[src/rtl/delay_tap_if.sv]
// Control bundle type and sample/read-port interface for delay_tap.
// Note: the reset field of the control bundle is active-low.
typedef struct packed {
  logic clock;  // single clock, rising edge
  logic reset;  // asynchronous, active-low
} Data_Control_Control_T;

interface delay_tap_if #(
  parameter int WIDTH = 4,
  parameter int DEPTH = 8
);
  localparam int AGE_W = $clog2(DEPTH);

  logic             en;
  logic [WIDTH-1:0] in;
  logic [AGE_W-1:0] age;
  logic [WIDTH-1:0] out;
  logic             out_valid;
  logic [AGE_W:0]   fill;

  modport master (output en, in, age, input out, out_valid, fill);
  modport slave  (input en, in, age, output out, out_valid, fill);
endinterface

[src/rtl/delay_tap.sv]
// Random-access history of the last DEPTH samples, read by age (0 = newest).
// Define DELAY_TAP_OUTREG_EN to register out/out_valid (one cycle read latency).
module delay_tap #(
  parameter int WIDTH = 4,
  parameter int DEPTH = 8
) (
  input Data_Control_Control_T ctrl,
  delay_tap_if.slave           bus
);
  localparam int AGE_W = $clog2(DEPTH);
  localparam logic [AGE_W:0]   DEPTH_E = (AGE_W+1)'(DEPTH);
  localparam logic [AGE_W-1:0] WP_LAST = AGE_W'(DEPTH-1);

  logic clk;
  logic rst_n;
  assign clk   = ctrl.clock;
  assign rst_n = ctrl.reset;

  logic [WIDTH-1:0] mem_reg [DEPTH];
  logic [AGE_W-1:0] wp_reg;
  logic [AGE_W-1:0] wp_next;
  logic [AGE_W:0]   fill_reg;
  logic [AGE_W:0]   fill_next;

  // Explicit wrap keeps non-power-of-two depths correct.
  assign wp_next   = (wp_reg == WP_LAST) ? '0 : wp_reg + 1'b1;
  assign fill_next = (fill_reg == DEPTH_E) ? fill_reg : fill_reg + 1'b1;

  // Storage is cleared asynchronously, so it lives in flops rather than RAM.
  always_ff @(posedge clk or negedge rst_n) begin
    if (!rst_n) begin
      for (int i = 0; i < DEPTH; i++) begin
        mem_reg[i] <= '0;
      end
      wp_reg   <= '0;
      fill_reg <= '0;
    end else if (bus.en) begin
      mem_reg[wp_reg] <= bus.in;
      wp_reg          <= wp_next;
      fill_reg        <= fill_next;
    end
  end

  logic [AGE_W:0]   wp_ext;
  logic [AGE_W:0]   age_ext;
  logic [AGE_W:0]   base;
  logic [AGE_W:0]   idx;
  logic             rd_valid;
  logic [WIDTH-1:0] rd_data;

  always_comb begin
    wp_ext  = {1'b0, wp_reg};
    age_ext = {1'b0, bus.age};
    base    = (wp_reg == '0) ? DEPTH_E - 1'b1 : wp_ext - 1'b1;
    // idx = (wp - 1 - age) mod DEPTH without relying on natural overflow
    if (age_ext > base) begin
      idx = base + DEPTH_E - age_ext;
    end else begin
      idx = base - age_ext;
    end
    rd_valid = (age_ext < fill_reg);
    rd_data  = rd_valid ? mem_reg[idx[AGE_W-1:0]] : '0;
  end

`ifdef DELAY_TAP_OUTREG_EN
  logic [WIDTH-1:0] out_reg;
  logic             out_valid_reg;

  always_ff @(posedge clk or negedge rst_n) begin
    if (!rst_n) begin
      out_reg       <= '0;
      out_valid_reg <= 1'b0;
    end else begin
      out_reg       <= rd_data;
      out_valid_reg <= rd_valid;
    end
  end

  assign bus.out       = out_reg;
  assign bus.out_valid = out_valid_reg;
`else
  assign bus.out       = rd_data;
  assign bus.out_valid = rd_valid;
`endif

  assign bus.fill = fill_reg;

endmodule
[src/flat_wrapper.sv]
// flat-port wrapper written by rule: the top's interface ports become plain ports
module delay_tap_flat 
#(
  parameter int WIDTH = 4,
  parameter int DEPTH = 8
)
  (ctrl, bus_en, bus_in, bus_age, bus_out, bus_out_valid, bus_fill);
  delay_tap_if #(.WIDTH(WIDTH), .DEPTH(DEPTH)) bus_i ();
  input Data_Control_Control_T ctrl;
  input wire logic [$bits(bus_i.en)-1:0] bus_en;
  input wire logic [$bits(bus_i.in)-1:0] bus_in;
  input wire logic [$bits(bus_i.age)-1:0] bus_age;
  output wire logic [$bits(bus_i.out)-1:0] bus_out;
  output wire logic [$bits(bus_i.out_valid)-1:0] bus_out_valid;
  output wire logic [$bits(bus_i.fill)-1:0] bus_fill;
  assign bus_i.en = bus_en;
  assign bus_i.in = bus_in;
  assign bus_i.age = bus_age;
  assign bus_out = bus_i.out;
  assign bus_out_valid = bus_i.out_valid;
  assign bus_fill = bus_i.fill;
  delay_tap #(.WIDTH(WIDTH), .DEPTH(DEPTH)) u_core (.ctrl(ctrl), .bus(bus_i));
endmodule
[config.mk]
export PLATFORM = sky130hd
export DESIGN_NAME = delay_tap_flat
export DESIGN_NICKNAME = d
export VERILOG_FILES = /design/src/rtl/delay_tap_if.sv /design/src/rtl/delay_tap.sv /design/src/flat_wrapper.sv
export SDC_FILE = /design/constraint.sdc
export NUM_CORES = 1
export LEC_CHECK = 0
export CAP_MARGIN = 40
export CORE_MARGIN = 10
export CORE_UTILIZATION = 40
export CTS_CLUSTER_DIAMETER = 120
export DETAILED_ROUTE_END_ITERATION = 16
export PLACE_DENSITY = 0.67
export SYNTH_ARGS = -nofsm -noshare
export SYNTH_HDL_FRONTEND = slang
export SYNTH_SLANG_ARGS = --single-unit
[constraint.sdc]
create_clock -name ctrl -period 4.3 [get_ports ctrl]
set_input_delay 0.43 -clock ctrl [delete_from_list [all_inputs] [get_ports ctrl]]
set_output_delay 0.43 -clock ctrl [all_outputs]
set_load 0.005 [all_outputs]
==> impl_metrics.csv <==
group,metric,value,unit
synth,synthCells,147,
synth,ys_seq_area_share,48.7,%
sta,tns,0,ns
synth,yosysWarnings,0,
sta,rsz0062_at_grt,"false",
floorplanning,coreArea,4790,sq um
grt,first_global_vias,1507,
sta,hold_ws,-0.325,ns
setup_path,arrival,3.60,ns
place,placed_cell_area,2250,sq um
power_and_ir_drop,power.total,2.24,mW
setup_path,worstSetupStartpointType,"register",
grt,antenna_found_initial,0,
setup_path,r2r_start,"u_core.wp_reg[1]$_DFFE_PN0P_",
floorplanning,ios,19,
setup_path,setup.worst_path.class,"register to output pin",
routing,drc,0,
synth,async_reset_ff_share,100,%
synth,synthDistinctLibCells,24,
final_layout,antenna_cells,0,
power_and_ir_drop,pwr-share-comb,44.7,%
routing,dr_total_vias,1362,
setup_path,critPathSlowestCell,"xnor2_1",
floorplanning,die_h,90.8,um
sta,min_period,4.03,ns
routing,wl_per_cell,18.5,um
floorplanning,dieArea,8240,sq um
synth,synth.avg_cell_area,13.6,sq um
run,drv_cap,0,
final_layout,largest_reg_flops,32,
final_layout,fin_nets,195,
power_and_ir_drop,power.internal,1.37,mW
sta,fin_skew,0.00387,ns
routing,drt_first_pass_iters,4,
setup_path,path_max_fanout,8,
synth,yosys-top-cells-area,"dfrtp_1 49%, mux2_2 19%, mux4_2 9.0%",
power_and_ir_drop,total_leakage_power,1.05,nW
setup_path,r2r-end,"u_core.mem_reg[13]$_DFFE_PN0P_",
clock_tree,clk_pin_slew,0.08,ns
setup_path,ff2ff_setup_slack,2.33,ns
floorplanning,die_w,90.8,um
sta,tightest_slew,0.832,ns
run_status,failed_checks,"hold timing",
clock_tree,cts_tree,"done",
routing,ant_nets,0,
synth,netlist_top_cells_count,"39 x dfrtp_1, 34 x mux2_2, 12 x o21ai_0",
place,gp_congestion,0.784,
sta,finalWorstSetupSlack,0.267,ns
clock_tree,post_cts.repair.setup_buffers,0,
synth,synth_top_area_cell,"dfrtp_1",
power_and_ir_drop,swShare,38.8,%
sta,timing.final.crit_share,93.8,%
routing,drtIter0Drc,87,
synth,yosysMostFrequentCell,"dfrtp_1",
synth,syn_area,2000,sq um
routing,via_per_inst,5.54,
grt,grt_usage,12.3,%
setup_path,critPathCaptureType,"output pin",
clock_tree,ctsResizeCount,0,
final_layout,nFillCells,410,
synth,synth_ff_type,"dfrtp_1",
run_status,status,"finished, violations left",
power_and_ir_drop,seq_power_share,27.4,%
place,dp_slack,0.610,ns
setup_path,required,3.87,ns
sta,setup_viol,0,
setup_path,r2r_cells,4,
routing,wirelength,4540,um
power_and_ir_drop,power_density,906,nW/um^2
power_and_ir_drop,p_switching,867,uW
sta,slew_violations,0,
setup_path,path_cells,"inv_1 -> ha_1 -> nand2b_1 -> and2_2 -> ha_1 -> fa_1 -> xnor2_1 -> xnor2_1 -> mux2i_1 -> clkdlybuf4s50_1",
synth,yosysTopAreaCellShare,48.7,%
clock_tree,cts_hold_buf,0,
place,io_buffers,17,
synth,syn_nets,167,
power_and_ir_drop,peakVddDrop,0.000327,V
synth,synth_edf_count,0,
power_and_ir_drop,clockPowerShare,27.9,%
sta,hold_viol,39,
synth,ys_ff_latch,39,
grt,grt_max_degree,15,
hold_path,min_path_type,"clock port to asynchronous set/reset pin",
clock_tree,clkLatencyLatePin,0.29,ns
setup_path,slowest_delay,0.61,ns
grt,grt.overflow.total,0,
place,dpl.hpwl,3120,um
floorplanning,rows,25,
sta,fmax,0.248,GHz
final_layout,fin_area,2470,sq um
floorplanning,start_util,41.9,%
sta,slew_headroom,44.4,%
grt,grt_pass1_wl,7560,um
final_layout,area_delta_synth_final,23.2,%
final_layout,layout-drive-gt1-share,36.3,%
==> routing by layer <==
metal	up-vias	track usage, %	part of all wire [%]
li1	598	-	-
met1	692	12.1	42
met2	54	16.9	47
met3	18	7.81	7.3
met4	0	12.3	3.6
met5	-	0	0
==> metrics by stage <==
step | instances | utilization [%]
final | 246 | 51.6
after global routing | 246 | 51.6
after CTS | 246 | 51.6
after detailed placement | 230 | 47.1
after global placement | 227 | 46.8
after floorplan | 147 | -
==> critical path: cells and delay by family, from the launching register on <==
family	cells	cell delay [ns]
xor gates and xnor gates	2	0.75
adders and majority gates	3	0.76
buffers and inverters	2	0.75
DFF	1	0.48
muxes	1	0.30
and+or+nand+nor	2	0.26
==> how the worst max path moves through the flow <==
stage                            startpoint         end  slack [ns]  cells past startpoint
5_1_grt        u_core.wp_reg[0]$_DFFE_PN0P_  bus_out[0]        0.05                     10
4_1_cts        u_core.wp_reg[0]$_DFFE_PN0P_  bus_out[0]        0.27                     10
6_report       u_core.wp_reg[0]$_DFFE_PN0P_  bus_out[0]        0.27                     10
3_5_place_dp   u_core.wp_reg[0]$_DFFE_PN0P_  bus_out[0]        0.61                     10
3_3_place_gp   u_core.wp_reg[0]$_DFFE_PN0P_  bus_out[0]        0.69                     10
2_1_floorplan  u_core.wp_reg[0]$_DFFE_PN0P_  bus_out[0]        1.45                     10
==> area by class of cell <==
class | instances | area, sq um | share of cell area (%)
inverters | 6 | 22.5 | 0.912
well taps | 67 | 83.8 | 3.40
flip-flops and latches | 39 | 976 | 39.5
clock buffers | 10 | 138 | 5.58
clock inverters | 6 | 77.6 | 3.14
multi-input cells | 98 | 986 | 39.9
repair buffers | 20 | 185 | 7.50
==> power groups by stage <==
stage	combinational (mW)	clock, mW	sequential (mW)
after floorplan	0.668	0	0.583
after global placement	0.962	0	0.607
after detailed placement	1.01	0	0.622
after CTS	1.01	0.664	0.611
after global routing	1.10	0.698	0.632
final	0.999	0.625	0.613
==> cell families after synthesis <==
| logic type | Yosys count | synth area share, % |
|---|---|---|
| multiplexers | 46 | 30.1 |
| AO/OA/AOI/OAI | 15 | 4.25 |
| AND/OR/NAND/NOR | 23 | 6.50 |
| buffers and inverters | 10 | 2.06 |
| XOR/XNOR | 4 | 1.75 |
| adder cells (fa/ha/maj) | 10 | 6.62 |
| flip-flops | 39 | 48.7 |
==> layout by cell type, fill, tap and decap left out, drive strengths merged <==
cell type      netlist  final
clkdlybuf4s50        0     17
nand3                3      3
nor3b                1      1
or3                  1      1
nand2                5      5
ha                   9      9
mux4                 8      8
or2                  1      1
o21ai               12     12
and2                 2      2
nor3                 4      4
clkinv               0      4
dfrtp               39     39
clkbuf               1     10
nand2b               2      2
a211oi               1      1
xnor2                4      4
o21bai               1      1
fa                   1      1
nand4                4      4
a21oi                1      1
inv                  6      7
mux2i                4      4
bufinv               0      1
mux2                34     34
buf                  3      3
No activity file was read; power rests on OpenSTA's default activity.
